$ cat src/rtl/apb_arb_pkg.sv
// Shared types and default widths for the APB master arbiter.
//   state_t     : arbiter FSM states (IDLE, SETUP, ACCESS)
//   Def*        : default parameter values used by apb_master_arbiter
package apb_arb_pkg;

   localparam int unsigned DefNumReq  = 2;
   localparam int unsigned DefAddrW   = 32;
   localparam int unsigned DefDataW   = 32;
   localparam int unsigned DefTimeout = 255;

   typedef enum logic [1:0] {
      IDLE,
      SETUP,
      ACCESS
   } state_t;

endpackage

$ cat src/rtl/apb_master_arbiter_rr_pick.sv
// Combinational round-robin selector.
//   req  : request vector, one bit per master
//   last : index of the most recently granted master
//   gnt  : one-hot winner, the first set bit searching upward from last+1 with wrap
//   idx  : encoded index of the winner (0 when none)
//   any  : at least one request is set
module rr_pick #(
   parameter int unsigned NUM_REQ = 2
) (
   input  logic [NUM_REQ-1:0]         req,
   input  logic [$clog2(NUM_REQ)-1:0] last,
   output logic [NUM_REQ-1:0]         gnt,
   output logic [$clog2(NUM_REQ)-1:0] idx,
   output logic                       any
);

   localparam int unsigned IDX_W = $clog2(NUM_REQ);

   int unsigned       cand;
   logic [IDX_W-1:0]  cand_idx;

   always_comb begin
      gnt      = '0;
      idx      = '0;
      any      = 1'b0;
      cand     = 0;
      cand_idx = '0;
      // Offsets 1..NUM_REQ visit every master once, ending on last itself.
      for (int unsigned off = 1; off <= NUM_REQ; off++) begin
         cand = 32'(last) + off;
         if (cand >= NUM_REQ) begin
            cand = cand - NUM_REQ;
         end
         cand_idx = cand[IDX_W-1:0];
         if (!any && req[cand_idx]) begin
            any           = 1'b1;
            gnt[cand_idx] = 1'b1;
            idx           = cand_idx;
         end
      end
   end

endmodule

$ cat src/rtl/apb_master_arbiter.sv
// Round-robin arbiter sharing one APB bus between NUM_REQ masters. It runs the
// SETUP/ACCESS sequence itself, handles PREADY wait states, reports PSLVERR and
// forces an error completion after TIMEOUT stalled ACCESS cycles (0 disables).
//   clk, n_rst         : clock, asynchronous active-low reset
//   req/req_write      : per-master level request and direction (1 = write)
//   req_addr/req_wdata : per-master payload, master i at [i*W +: W]
//   ack/rdata/err      : one-cycle one-hot completion with read data and error
//   grant              : one-hot owner during SETUP and ACCESS
//   PSEL..PWDATA       : APB master outputs (all registered)
//   PRDATA/PREADY/PSLVERR : APB slave responses
module apb_master_arbiter
   import apb_arb_pkg::*;
#(
   parameter int unsigned NUM_REQ = DefNumReq,
   parameter int unsigned ADDR_W  = DefAddrW,
   parameter int unsigned DATA_W  = DefDataW,
   parameter int unsigned TIMEOUT = DefTimeout
) (
   input  logic                       clk,
   input  logic                       n_rst,
   input  logic [NUM_REQ-1:0]         req,
   input  logic [NUM_REQ-1:0]         req_write,
   input  logic [NUM_REQ*ADDR_W-1:0]  req_addr,
   input  logic [NUM_REQ*DATA_W-1:0]  req_wdata,
   output logic [NUM_REQ-1:0]         ack,
   output logic [DATA_W-1:0]          rdata,
   output logic                       err,
   output logic [NUM_REQ-1:0]         grant,
   output logic                       PSEL,
   output logic                       PENABLE,
   output logic                       PWRITE,
   output logic [ADDR_W-1:0]          PADDR,
   output logic [DATA_W-1:0]          PWDATA,
   input  logic [DATA_W-1:0]          PRDATA,
   input  logic                       PREADY,
   input  logic                       PSLVERR
);

   localparam int unsigned      IDX_W    = $clog2(NUM_REQ);
   // Keep the counter at least one bit wide when the timeout is disabled.
   localparam int unsigned      CNT_W    = (TIMEOUT == 0) ? 1 : $clog2(TIMEOUT + 1);
   localparam logic [CNT_W-1:0] TMO_LAST = CNT_W'((TIMEOUT == 0) ? 32'd0 : TIMEOUT - 32'd1);
   localparam logic [IDX_W-1:0] LAST_RST = IDX_W'(NUM_REQ - 1);

   state_t              state_q, state_d;
   logic [IDX_W-1:0]    last_q, last_d;
   logic [CNT_W-1:0]    cnt_q, cnt_d;
   logic [NUM_REQ-1:0]  grant_q, grant_d;
   logic [NUM_REQ-1:0]  ack_q, ack_d;
   logic [DATA_W-1:0]   rdata_q, rdata_d;
   logic                err_q, err_d;
   logic                psel_q, psel_d;
   logic                penable_q, penable_d;
   logic                pwrite_q, pwrite_d;
   logic [ADDR_W-1:0]   paddr_q, paddr_d;
   logic [DATA_W-1:0]   pwdata_q, pwdata_d;

   logic [NUM_REQ-1:0]  eligible;
   logic [NUM_REQ-1:0]  pick_gnt;
   logic [IDX_W-1:0]    pick_idx;
   logic                pick_any;
   logic                timeout_hit;

   // The master being acked this cycle may still hold req; skip it once.
   assign eligible = req & ~ack_q;

   rr_pick #(
      .NUM_REQ (NUM_REQ)
   ) u_rr_pick (
      .req  (eligible),
      .last (last_q),
      .gnt  (pick_gnt),
      .idx  (pick_idx),
      .any  (pick_any)
   );

   assign timeout_hit = (TIMEOUT != 0) && (cnt_q == TMO_LAST);

   always_comb begin
      state_d   = state_q;
      last_d    = last_q;
      cnt_d     = cnt_q;
      grant_d   = grant_q;
      ack_d     = '0;
      rdata_d   = '0;
      err_d     = 1'b0;
      psel_d    = psel_q;
      penable_d = penable_q;
      pwrite_d  = pwrite_q;
      paddr_d   = paddr_q;
      pwdata_d  = pwdata_q;

      unique case (state_q)
         IDLE: begin
            psel_d    = 1'b0;
            penable_d = 1'b0;
            grant_d   = '0;
            if (pick_any) begin
               pwrite_d = req_write[pick_idx];
               paddr_d  = req_addr[32'(pick_idx) * ADDR_W +: ADDR_W];
               pwdata_d = req_wdata[32'(pick_idx) * DATA_W +: DATA_W];
               grant_d  = pick_gnt;
               last_d   = pick_idx;
               psel_d   = 1'b1;
               state_d  = SETUP;
            end
         end
         SETUP: begin
            psel_d    = 1'b1;
            penable_d = 1'b1;
            cnt_d     = '0;
            state_d   = ACCESS;
         end
         ACCESS: begin
            if (PREADY || timeout_hit) begin
               ack_d     = grant_q;
               err_d     = PREADY ? PSLVERR : 1'b1;
               rdata_d   = (PREADY && !pwrite_q) ? PRDATA : '0;
               grant_d   = '0;
               psel_d    = 1'b0;
               penable_d = 1'b0;
               state_d   = IDLE;
            end else begin
               cnt_d = cnt_q + CNT_W'(1);
            end
         end
         default: begin
            state_d   = IDLE;
            psel_d    = 1'b0;
            penable_d = 1'b0;
            grant_d   = '0;
         end
      endcase
   end

   always_ff @(posedge clk or negedge n_rst) begin
      if (!n_rst) begin
         state_q   <= IDLE;
         last_q    <= LAST_RST;
         cnt_q     <= '0;
         grant_q   <= '0;
         ack_q     <= '0;
         rdata_q   <= '0;
         err_q     <= 1'b0;
         psel_q    <= 1'b0;
         penable_q <= 1'b0;
         pwrite_q  <= 1'b0;
         paddr_q   <= '0;
         pwdata_q  <= '0;
      end else begin
         state_q   <= state_d;
         last_q    <= last_d;
         cnt_q     <= cnt_d;
         grant_q   <= grant_d;
         ack_q     <= ack_d;
         rdata_q   <= rdata_d;
         err_q     <= err_d;
         psel_q    <= psel_d;
         penable_q <= penable_d;
         pwrite_q  <= pwrite_d;
         paddr_q   <= paddr_d;
         pwdata_q  <= pwdata_d;
      end
   end

   assign ack     = ack_q;
   assign rdata   = rdata_q;
   assign err     = err_q;
   assign grant   = grant_q;
   assign PSEL    = psel_q;
   assign PENABLE = penable_q;
   assign PWRITE  = pwrite_q;
   assign PADDR   = paddr_q;
   assign PWDATA  = pwdata_q;

endmodule

$ cat config.mk
export PLATFORM = sky130hd
export DESIGN_NAME = apb_master_arbiter
export DESIGN_NICKNAME = d
export VERILOG_FILES = /design/src/rtl/apb_arb_pkg.sv /design/src/rtl/apb_master_arbiter_rr_pick.sv /design/src/rtl/apb_master_arbiter.sv
export SDC_FILE = /design/constraint.sdc
export NUM_CORES = 1
export LEC_CHECK = 0
export CELL_PAD_IN_SITES_DETAIL_PLACEMENT = 1
export CELL_PAD_IN_SITES_GLOBAL_PLACEMENT = 2
export CORE_MARGIN = 5
export CORE_UTILIZATION = 20
export CTS_CLUSTER_DIAMETER = 50
export DETAILED_ROUTE_END_ITERATION = 7
export PLACE_DENSITY_LB_ADDON = 0.1
export SLEW_MARGIN = 20
export SYNTH_ARGS = -nofsm -noshare
export SYNTH_HDL_FRONTEND = slang
export SYNTH_SLANG_ARGS = --single-unit
$ cat constraint.sdc
create_clock -name clk -period 1.8 [get_ports clk]
set_input_delay 0.36 -clock clk [delete_from_list [all_inputs] [get_ports clk]]
set_output_delay 0.36 -clock clk [all_outputs]
set_load 0.02 [all_outputs]
==> impl_metrics.tcl <==
set metrics [dict create \
    status "finished, final reports clean" \
    pin_count 272 \
    r2r_cells 5 \
    rows 57 \
    grt_pass1_vias 4804 \
    clockBufferDepth 2 \
    cp-end-kind "output pin" \
    io_buffers 271 \
    cp.required_ps 1440 \
    cts_tree "yes" \
    r2r_start "cnt_q[1]" \
    grt.overflow.total 0 \
    synth-seq-cells 115 \
    reg2reg_to "cnt_q[4]" \
    slew_headroom_pct 74.4 \
    hp-start "PWDATA[9]" \
    cp-startpoint "PWDATA[21]" \
    clock_latency_ps 420 \
    fp.dieW_microns 166 \
    initial_utilization_pct 20.1 \
    grt_first_pass_wirelength_microns 27800 \
    drive_above_1_share_pct 8.36 \
    cts.sinks 115 \
    synth-warning-count 0 \
    hold_violations 0 \
    ctsHtreeMaxLevel 4 \
    grt.total_usage_pct 13.0 \
    dr.pass1.iters 4 \
    antenna_found_initial 1 \
    synth_area_leaders "dfrtp_1 59%, mux2i_1 14%, o21ai_0 6.6%" \
    crit_buf_inv 1 \
    max_stage_delay_ps 620 \
    tightest_slew_ps 384 \
    nFillCells 2709 \
    start_kind "flip-flop" \
    drt_iter0_markers 150 \
    power.total_mw 12.6 \
    syn-instance-count 433 \
    netlist_area_sq_um 4850 \
    slew_violations 0 \
    syn_nets 603 \
    whs_path_depth 2 \
    worstSetupPathType "reg2out" \
    finalWirelength_microns 17700 \
    die_area_sq_um 27500 \
    min_period_ps 1740 \
    hold_class "reg2reg" \
    whs_ps 471 \
    synth.top_cell.area_share_pct 58.8 \
    crit_arrival_ps 1380 \
    num_vias 4220 \
    leakage_nw 4.27 \
    cp_top_family "buffers and inverters" \
    p_per_area_nw_per_um2 1450 \
    synth.largest_area_cell "dfrtp_1" \
    r2r_slack_ps 100 \
    grt_max_degree 62 \
    fmax_ghz 0.574 \
    rsz0062_at_grt "false" \
    core_sq_um 24100 \
    ant_nets 0 \
    max_cap_viol_count 0 \
    syn2layout_area_growth_pct 79.8 \
    die_h_microns 166 \
    cp_max_fo 2 \
    synth_cell_types 32 \
    wl_per_cell_microns 16.8 \
    hpwlAfterDp_microns 13600 \
    period_share_pct 96.7 \
    cp_slowest_cell "clkdlybuf4s50_1" \
    cp_cell_sequence "clkdlybuf4s50_1" \
    routabilityCongestion 0.734 \
    setup_viol 0 \
    cts_made_buffers 17 \
    min_to "PWDATA[9]" \
    seq_area_frac_synth_pct 59.4 \
    finalNetCount 887 \
    synth_area_per_cell_sq_um 11.2 \
    drc 0 \
    vdd.ir_drop.worst_mv 0.585 \
    skew_ps 11.8 \
    viasPerCell 4.00 \
    root_buffer "clkbuf_16" \
    clk_pin_slew_ps 60 \
]
## cell usage after synthesis
master	n
nor2_1	3
buf_1	1
a21oi_1	2
buf_2	11
ha_1	2
nand2_1	75
o21ai_0	64
o2bb2ai_1	2
a31oi_1	1
xor2_1	1
a21boi_1	1
buf_6	6
clkbuf_1	9
inv_1	2
nor3b_1	1
nor2b_2	1
nand3_1	9
and3_4	1
and2_1	34
a211o_1	1
o21ai_1	8
or3_1	2
a211oi_2	1
a21o_1	1
dfstp_2	1
nor2b_1	2
nor3_1	2
nand2b_1	4
mux2i_1	67
dfrtp_1	114
and3_1	3
and4_4	1
## layer usage
layer	part of all wire (%)	global-route usage [%]	vias up
met5	0	0	-
met4	1.2	3.73	0
met3	7.1	5.31	11
met2	53	23.1	140
met1	38	14.2	2029
li1	-	-	2040
## state kept, by name (all words and copies together) (netlist names)
signal and count:
PADDR 32, PENABLE 1, PSEL 1, PWDATA 32, PWRITE 1, ack 2, cnt_q 8, err 1
grant 2, last_q 1, rdata 32, state_q 2
## power by group
part	internal, mW	switching (mW)	total [mW]
registers	3.50	0.461	3.96
clock network	1.94	1.38	3.32
logic	2.42	2.92	5.34
total	7.86	4.76	12.6
## placed cells by master (no fill, tap or decap), types with 3 or more instances in the layout
cell	count
dfrtp_1	114
dlymetal6s2s_1	31
nor2_1	3
buf_4	13
and3_1	3
nand2b_1	4
and2_1	34
clkdlybuf4s50_1	222
o21ai_0	63
dlygate4sd2_1	17
nand2_1	75
mux2i_1	67
inv_6	6
clkbuf_16	17
nand3_1	9
o21ai_1	8
buf_12	8
## area by class of cell
type                    count  area [sq um]  area share (%)
multi-input cells         289          1830            20.9
flip-flops and latches    115          2880            33.0
well taps                 324           405            4.65
repair buffers            292          3030            34.7
inverters                   2          7.51          0.0861
clock inverters            15           148            1.69
diodes                      1          2.50          0.0287
clock buffers              17           425            4.88
## timing repair
action                                 4_1_cts  5_1_grt
gates resized for setup                     17       32
setup buffers                                0        2
setup endpoints to repair                   17       32
hold buffers                                 1        0
endpoints found under the hold margin      114        0
## cell families (layout without fill, tap and decap cells)
kind of cell / count (synthesis) / after routing / synth area share, %
buf+inv: 29 / 326 / 3.46
mux: 67 / 67 / 13.8
flops: 115 / 115 / 59.4
other cells: 0 / 1 / 0
xor+xnor: 1 / 1 / 0.181
fa+ha+maj: 2 / 2 / 0.516
compound gates: 81 / 81 / 8.88
simple gates: 138 / 138 / 13.8
## how the worst max path moves through the flow
stage                             to  slack [ps]  depth (start not counted)
after CTS                  PADDR[10]         0.4                          1
final                     PWDATA[21]          60                          1
after detailed placement      PWRITE        -200                          6
after global placement        PWRITE        -190                          6
after global routing        PADDR[2]         0.7                          1
after floorplan             cnt_q[5]         130                          7
## through the flow
step                TNS (ps)  cell area [sq um]  std cells  worst slack, ps  util (%)
floorplan                  0               4850        433              132         -
CTS                        0               8630       1052            0.431      35.8
finish                     0               8720       1055             58.9      36.2
global placement       -5720               8060       1019             -194      33.5
detailed placement     -5920               8060       1019             -201      33.5
global route               0               8720       1055            0.749      36.2
Note: power is estimated with default switching activity, not from simulation.
